`src/rtl/watchdog_kick_ctrl.sv`:
```
// Watchdog kick initiator: issues periodic kicks while the monitored logic is alive,
// backs off during watchdog reset recovery, counts reset events and relays flag clears.
module watchdog_kick_ctrl #(
  parameter int PERIOD_W = 8,
  parameter int HOLDOFF  = 4,
  parameter int EVT_W    = 4
) (
  input  logic                clk,
  input  logic                rst,
  input  logic                enable,
  input  logic                alive,
  input  logic [PERIOD_W-1:0] kick_period,
  input  logic                clr_flag,
  input  logic                wtdg_rst_b,
  input  logic                flag,
  output logic                wtdg_rstrt,
  output logic                remove_flag,
  output logic                kick_missed,
  output logic                in_recovery,
  output logic [EVT_W-1:0]    wtdg_event_cnt
);

  localparam int HOLD_W = (HOLDOFF > 0) ? $clog2(HOLDOFF + 1) : 1;
  localparam logic [HOLD_W-1:0] HOLD_INIT = HOLD_W'(HOLDOFF);
  localparam logic [EVT_W-1:0]  EVT_MAX   = '1;

  typedef enum logic [1:0] {IDLE, ARMED, RECOVER} state_t;

  state_t              state_q;
  logic [PERIOD_W-1:0] period_q;
  logic [HOLD_W-1:0]   hold_q;
  logic                arm_q;
  logic                alive_seen_q;
  logic                rst_b_q;
  logic                rstrt_q;
  logic                missed_q;
  logic                remove_q;
  logic                recov_q;
  logic [EVT_W-1:0]    evt_q;
  logic [EVT_W-1:0]    evt_d;

  function automatic logic [EVT_W-1:0] sat_inc(input logic [EVT_W-1:0] v);
    return (v == EVT_MAX) ? v : v + EVT_W'(1);
  endfunction

  assign evt_d = (rst_b_q && !wtdg_rst_b) ? sat_inc(evt_q) : evt_q;

  always_ff @(posedge clk) begin
    if (rst) begin
      state_q      <= IDLE;
      period_q     <= '0;
      hold_q       <= HOLD_INIT;
      arm_q        <= 1'b0;
      alive_seen_q <= 1'b0;
      rst_b_q      <= 1'b1;
      rstrt_q      <= 1'b0;
      missed_q     <= 1'b0;
      remove_q     <= 1'b0;
      recov_q      <= 1'b0;
      evt_q        <= '0;
    end else begin
      rstrt_q  <= 1'b0;
      missed_q <= 1'b0;
      remove_q <= clr_flag & flag;
      rst_b_q  <= wtdg_rst_b;
      evt_q    <= evt_d;
      if (!enable) begin
        state_q <= IDLE;
        recov_q <= 1'b0;
      end else begin
        case (state_q)
          IDLE: begin
            state_q      <= ARMED;
            period_q     <= kick_period;
            arm_q        <= 1'b1;
            alive_seen_q <= 1'b0;
          end
          ARMED: begin
            if (!wtdg_rst_b) begin
              state_q <= RECOVER;
              hold_q  <= HOLD_INIT;
              recov_q <= 1'b1;
            end else if (arm_q) begin
              // First armed cycle holds the fresh period, putting the first
              // decision kick_period+2 cycles after entry.
              arm_q        <= 1'b0;
              alive_seen_q <= alive;
            end else if (period_q == '0) begin
              if (alive_seen_q || alive) rstrt_q <= 1'b1;
              else                       missed_q <= 1'b1;
              period_q     <= kick_period;
              alive_seen_q <= 1'b0;
            end else begin
              period_q <= period_q - PERIOD_W'(1);
              if (alive) alive_seen_q <= 1'b1;
            end
          end
          RECOVER: begin
            if (!wtdg_rst_b) begin
              hold_q <= HOLD_INIT;
            end else if (hold_q == '0) begin
              state_q      <= ARMED;
              period_q     <= kick_period;
              arm_q        <= 1'b1;
              alive_seen_q <= 1'b0;
              recov_q      <= 1'b0;
            end else begin
              hold_q <= hold_q - HOLD_W'(1);
            end
          end
          default: state_q <= IDLE;
        endcase
      end
    end
  end

  assign wtdg_rstrt     = rstrt_q;
  assign kick_missed    = missed_q;
  assign remove_flag    = remove_q;
  assign in_recovery    = recov_q;
  assign wtdg_event_cnt = evt_q;

endmodule

```
`config.mk`:
```
export PLATFORM = sky130hd
export DESIGN_NAME = watchdog_kick_ctrl
export DESIGN_NICKNAME = d
export VERILOG_FILES = /design/src/rtl/watchdog_kick_ctrl.sv
export SDC_FILE = /design/constraint.sdc
export NUM_CORES = 1
export LEC_CHECK = 0
export CORE_MARGIN = 8
export CORE_UTILIZATION = 52
export DETAILED_ROUTE_END_ITERATION = 10
export PLACE_DENSITY = 0.78
export RECOVER_POWER = 25
export SETUP_SLACK_MARGIN = 0.2
export SLEW_MARGIN = 30
export SYNTH_ARGS = -nofsm -noshare
export SYNTH_HDL_FRONTEND = slang
export SYNTH_SLANG_ARGS = --single-unit
export TNS_END_PERCENT = 20
```
`constraint.sdc`:
```
create_clock -name clk -period 2.13 [get_ports clk]
set_input_delay 0.426 -clock clk [delete_from_list [all_inputs] [get_ports clk]]
set_output_delay 0.426 -clock clk [all_outputs]
set_load 0.05 [all_outputs]
```
Yosys cells after proc, flatten, opt, wreduce, memory -nomap -nowiden

Index checks and enable logic that the tools add are counted.

Flip-flop bits (word level): 24
Input bits: 15
Output and inout port bits: 8
Logic and storage cells: 76

Add/sub/neg operators: 3
Equal/unequal tests: 10
Mux-type cells: 29
Bitwise operators: 6
Reductions and logical operators: 17

Operator list:

| kind                                                                | number |
|---|---|
| 8-bit 2-to-1 mux                                                    | 5 |
| 8-bit case mux with 3 select lines                                  | 1 |
| 1-bit 2-to-1 mux                                                    | 12 |
| 6-bit AND reduction                                                 | 2 |
| 2-bit != test (second input constant)                               | 5 |
| 3-bit 2-to-1 mux                                                    | 3 |
| 8-bit zero test                                                     | 1 |
| 4-bit AND reduction                                                 | 2 |
| 8-bit by 1-bit subtractor with 8-bit output (second input constant) | 1 |
| 2-bit 2-to-1 mux                                                    | 3 |
| 1-bit case mux with 3 select lines                                  | 2 |
| 2-bit case mux with 3 select lines                                  | 1 |
| 3-bit case mux with 2 select lines                                  | 1 |
| 6-bit OR reduction                                                  | 1 |
| 1-bit NOT                                                           | 5 |
| 5-bit AND reduction                                                 | 1 |
| 4-bit by 1-bit adder with 4-bit output (second input constant)      | 1 |
| 4-bit equality test (second input constant)                         | 1 |
| 4-bit != test (second input constant)                               | 1 |
| 3-bit zero test                                                     | 1 |
| 3-bit != test (second input constant)                               | 1 |
| 3-bit AND reduction                                                 | 1 |
| 3-bit nonzero test                                                  | 1 |
| 3-bit by 1-bit subtractor with 3-bit output (second input constant) | 1 |
| other kinds (11)                                                    | 11 |

Logic depth before layout (Yosys ltp)

Depth in word-level cells: 5
Depth in mapped cells: 7
Gate-level depth less buffers: 7

Worst setup path after synthesis

Ideal clock, no wire load.

Path type: register to register
From: reg period_q[0]
To: reg period_q[2]
Arrival: 1.565 ns
Data required time: 2.051 ns
Path slack: 0.487 ns
Stages on the path, launching flop included: 7
Clock period less this slack: 1.643 ns
Cell sequence: dfxtp_1 inv_1 ha_1 nor3b_2 a21o_4 or4b_1 o221ai_2

Cells in the longest elaborated chain, start to end: 5

RTL lines:

| element                                                                        | line   | text |
|---|---|---|
| from (decl)                                                                    | 30     | `logic [PERIOD_W-1:0] period_q;` |
| from (signal assigned)                                                         | 74     | `period_q <= kick_period;` |
| from (signal assigned)                                                         | 91     | `period_q <= kick_period;` |
| from (signal assigned)                                                         | 94     | `period_q <= period_q - PERIOD_W'(1);` |
| 8-bit by 1-bit subtractor with 8-bit output or 8-bit zero test (tied branches) | 94, 88 |  |
| 8-bit 2-to-1 mux (*)                                                           | 88     | `end else if (period_q == '0) begin` |
| 8-bit 2-to-1 mux (*)                                                           | 83     | `end else if (arm_q) begin` |
| 8-bit 2-to-1 mux (*)                                                           | 79     | `if (!wtdg_rst_b) begin` |
| 8-bit case mux with 3 select lines (*)                                         | 71     | `case (state_q)` |

Every way passes the cells marked *; elsewhere a longest branch is shown, timed or not. The select of a mux whose other input is x is not followed.
A chain may end at the register's enable or synchronous reset.

Worst setup path in the final report

From: reg evt_q[1], in the netlist wtdg_event_cnt[1]
To: out wtdg_event_cnt[1]

RTL lines:

| element                | line | text |
|---|---|---|
| from (decl)            | 39   | `logic [EVT_W-1:0] evt_q;` |
| from (signal assigned) | 66   | `evt_q <= evt_d;` |
| to (decl)              | 20   | `output logic [EVT_W-1:0] wtdg_event_cnt` |

No word-level cell between the ends.

==> key figures <==
Synth
  – Synth Warn #: 0
  – Sequential-to-total area share from yosys stat: 0.3453
  – Syn nets: 180
  – Distinct cells, synth: 46
  – Syn avg cell area: between 8 and 9 um2
  – Seq cells post-synth: 24
  – Mapped Area: about 1400 um2
  – Main flop type after synthesis: dfxtp_1
  – Number of synthesized flops with an enable pin: 0
  – Post-Synthesis Cells: 160
  – Async S/R FF share, synth: 0

STA
  – Minimum clock period: 1.960 ns
  – Final setup fails: 0
  – Post-route setup TNS: 0 ns
  – Tcrit/Tclk final: 0.9203
  – Worst Tran Pin Value: 0.5223 ns
  – Final hold vios: 0
  – Worst slew margin: 0.6494
  – FMAX: 510.1 MHz
  – RSZ-0062 raised after global routing: true
  – Clock Skews: a little over 0.004 ns
  – Max Slew Vio Count: 0

Placement
  – IO Port Bufs: 22
  – Cell Area, Placed: 1629 um2
  – GP Congestion: 0.9136
  – Dpl cells: 209
  – Dpl hpwl: 2579 um

Detailed routing
  – Total detailed-routing wirelength: 3476 um
  – Pre-antenna DRT Iters: 4
  – Avg WL per Cell: 16.32 um
  – Antenna-violating nets left: 0
  – Vias per cell: 6.183
  – Routed vias: 1317
  – DRC Markers: 0
  – Iter 0 DRT Violations: 126

Job
  – Number of max-cap violations: 0

Clock network
  – Root buf cell: clkbuf_4
  – Clk buf depth: 2
  – Total CTS buffers: 3
  – CTS clock-pin slew for the worst setup and hold paths: 0.14 ns
  – Num Clock Sinks: 24
  – H-tree depth: 1
  – Clk_lat worst skew: approximately 0.32 ns
  – CTS tree: yes
  – CTS Hold Bufs: 0

Finish
  – Diode count: 0
  – Post-route cell area: 1678 um2
  – Fillers: 223
  – Most common cell after layout, fill and taps aside: dfxtp_1
  – Post-Layout Cell Count: around 210
  – Layout Utilization: 0.6712
  – Area Overhead vs Synth: 20.59%
  – Commonest non-fill, non-tap cells in the layout: 24 x dfxtp_1, 17 x clkdlybuf4s50_1, 14 x a21oi_1
  – Layout cells sized above 1: 0.08197
  – Total Nets Final: about 200

Min path
  – Min-Delay Path Depth: 2
  – Hold path start: hold_q[0]
  – Hold Crit Class: flip-flop to flip-flop

Floorplanning
  – Die Y: 67.73 um
  – Core Area: approximately 2500 um2
  – Die area: 4587 um2
  – Row count: 18
  – Initial core utilization: 0.5566
  – Io pins: 23
  – Die width: ~68 um

GRT
  – Number of global-route vias before repair: 1256
  – Largest net degree at the start of global routing: 15
  – First-pass GRT wire length: 5720 um
  – Grt ovf: 0
  – Initial antenna violation count: 0
  – Tot GR Track Use: 0.1560

Critical path
  – Worst R2R Start: period_q[0]
  – WS Path Type: flip-flop to output pin
  – Worst path bufs/invs: 1
  – Critical path's largest stage delay: 0.82 ns
  – Critical path data arrival time: 1.53 ns
  – CP required: 1.70 ns
  – Slowest cell on crit path: clkdlybuf4s50_1
  – Crit path max fanout: 4
  – FF-to-FF path depth: 6
  – Crit path launch type: flip-flop
  – Worst setup EP type: output pin
  – CP top delay family: buffers and inverters
  – Critical path launch point: wtdg_event_cnt[1]
  – Critical Path, Cell by Cell: clkdlybuf4s50_1
  – Crit path depth: 1

Status
  – Status: complete, no violations

Power and ir drop
  – Pint: 787.9 uW
  – Leakage: 0.6970 nW
  – Sw Share: 0.2980
  – PD cells: 668.9 nW/um2
  – Switching power: 334.4 uW
  – Max VDD drop: between 0.0005 and 0.0006 V
  – Part of the power in the clock network: 0.302
  – Combinational power share: 0.243
  – Sequential share of power: 0.455
per-layer routing:
metal | track usage | part of all wire | routed length (um) | up-vias
met2 | 0.2438 | 0.46 | 1604 | 34
li1 | - | - | - | 636
met1 | 0.2032 | 0.47 | 1651 | 645
met4 | 0.05744 | 0.0055 | 19 | 0
met5 | 0 | 0 | 0 | -
met3 | 0.03642 | 0.058 | 202 | 2
cells in the mapped netlist (all sizes together) (4+ instances only):
cell type  number  area [um2]
nand3           6       30.03
inv            11       41.29
nand2           9       33.78
o21ai           6       30.02
nand4           4       25.02
dfxtp          24       480.5
a21o            4       37.53
o221ai          4       41.29
buf             5       46.29
nand2b          6       45.04
mux2i           4       40.04
a21oi          14       70.07
ha              5       62.56
nor3           10       50.05
nor2            9       33.78
cells by family (layout without fill, tap and decap cells):
group                      after synthesis  count (layout)  share of synthesized area
AOI/OAI and AO/OA                       45              45                     0.2320
xor gates and xnor gates                 2               2                    0.01259
adders and majority gates                5               5                    0.04496
buffers and inverters                   19              42                    0.07104
DFF                                     24              24                     0.3453
muxes                                    4               4                    0.02878
and+or+nand+nor                         61              61                     0.2653
repair_timing:
| action | CTS | global route |
|---|---|---|
| resized for setup | 1 | 2 |
| buffers inserted | 0 | 0 |
| endpoints found under the setup margin | 4 | 12 |
worst reg2reg max path, cell delays in order, from the launching register on:
cell	delay [ns]
dfxtp_1	0.43
inv_1	0.09
ha_1	0.21
nor3b_2	0.20
a21o_4	0.30
or4b_1	0.50
o221ai_2	0.07
through the flow:
step	hold WS (ns)	worst slack, ns	power, mW
3_3_place_gp	0.4585	0.05507	0.7773
5_1_grt	0.5029	0.1048	1.166
2_1_floorplan	0.4436	0.4867	0.7070
3_5_place_dp	0.4681	-0.04237	0.7885
4_1_cts	0.4897	0.1202	1.123
6_report	0.4935	0.1698	1.122
flip-flops by register name, indices dropped and copies added, names as in the netlist:
register / cells
rst_b_q: 1
arm_q: 1
wtdg_rstrt: 1
in_recovery: 1
remove_flag: 1
state_q: 2
wtdg_event_cnt: 4
kick_missed: 1
period_q: 8
hold_q: 3
alive_seen_q: 1
final cells by class:
cell class	count	area, um2	area share
tap	30	37.54	0.02237
clock buffer	3	22.52	0.01342
inverter	11	41.29	0.02461
timing repair buffer	27	254.0	0.1514
sequential	24	480.5	0.2864
clock inverter	1	30.03	0.01790
multi-input combinational	117	812.0	0.4840
power by group through the flow:
stage	combinational [mW]	clock, mW	sequential [mW]
global placement	0.260	0	0.517
CTS	0.272	0.341	0.510
global route	0.292	0.360	0.515
floorplan	0.180	0	0.527
finish	0.272	0.339	0.511
detailed placement	0.268	0	0.520
path summary, 6_finish.rpt:
path | end | slack (ns)
setup reg to reg | period_q[2] | 0.27
hold / removal | hold_q[0] | 0.49
setup / recovery | wtdg_event_cnt[1] | 0.17
hold reg to reg | hold_q[0] | 0.49
(Power assumes the default switching activity.)
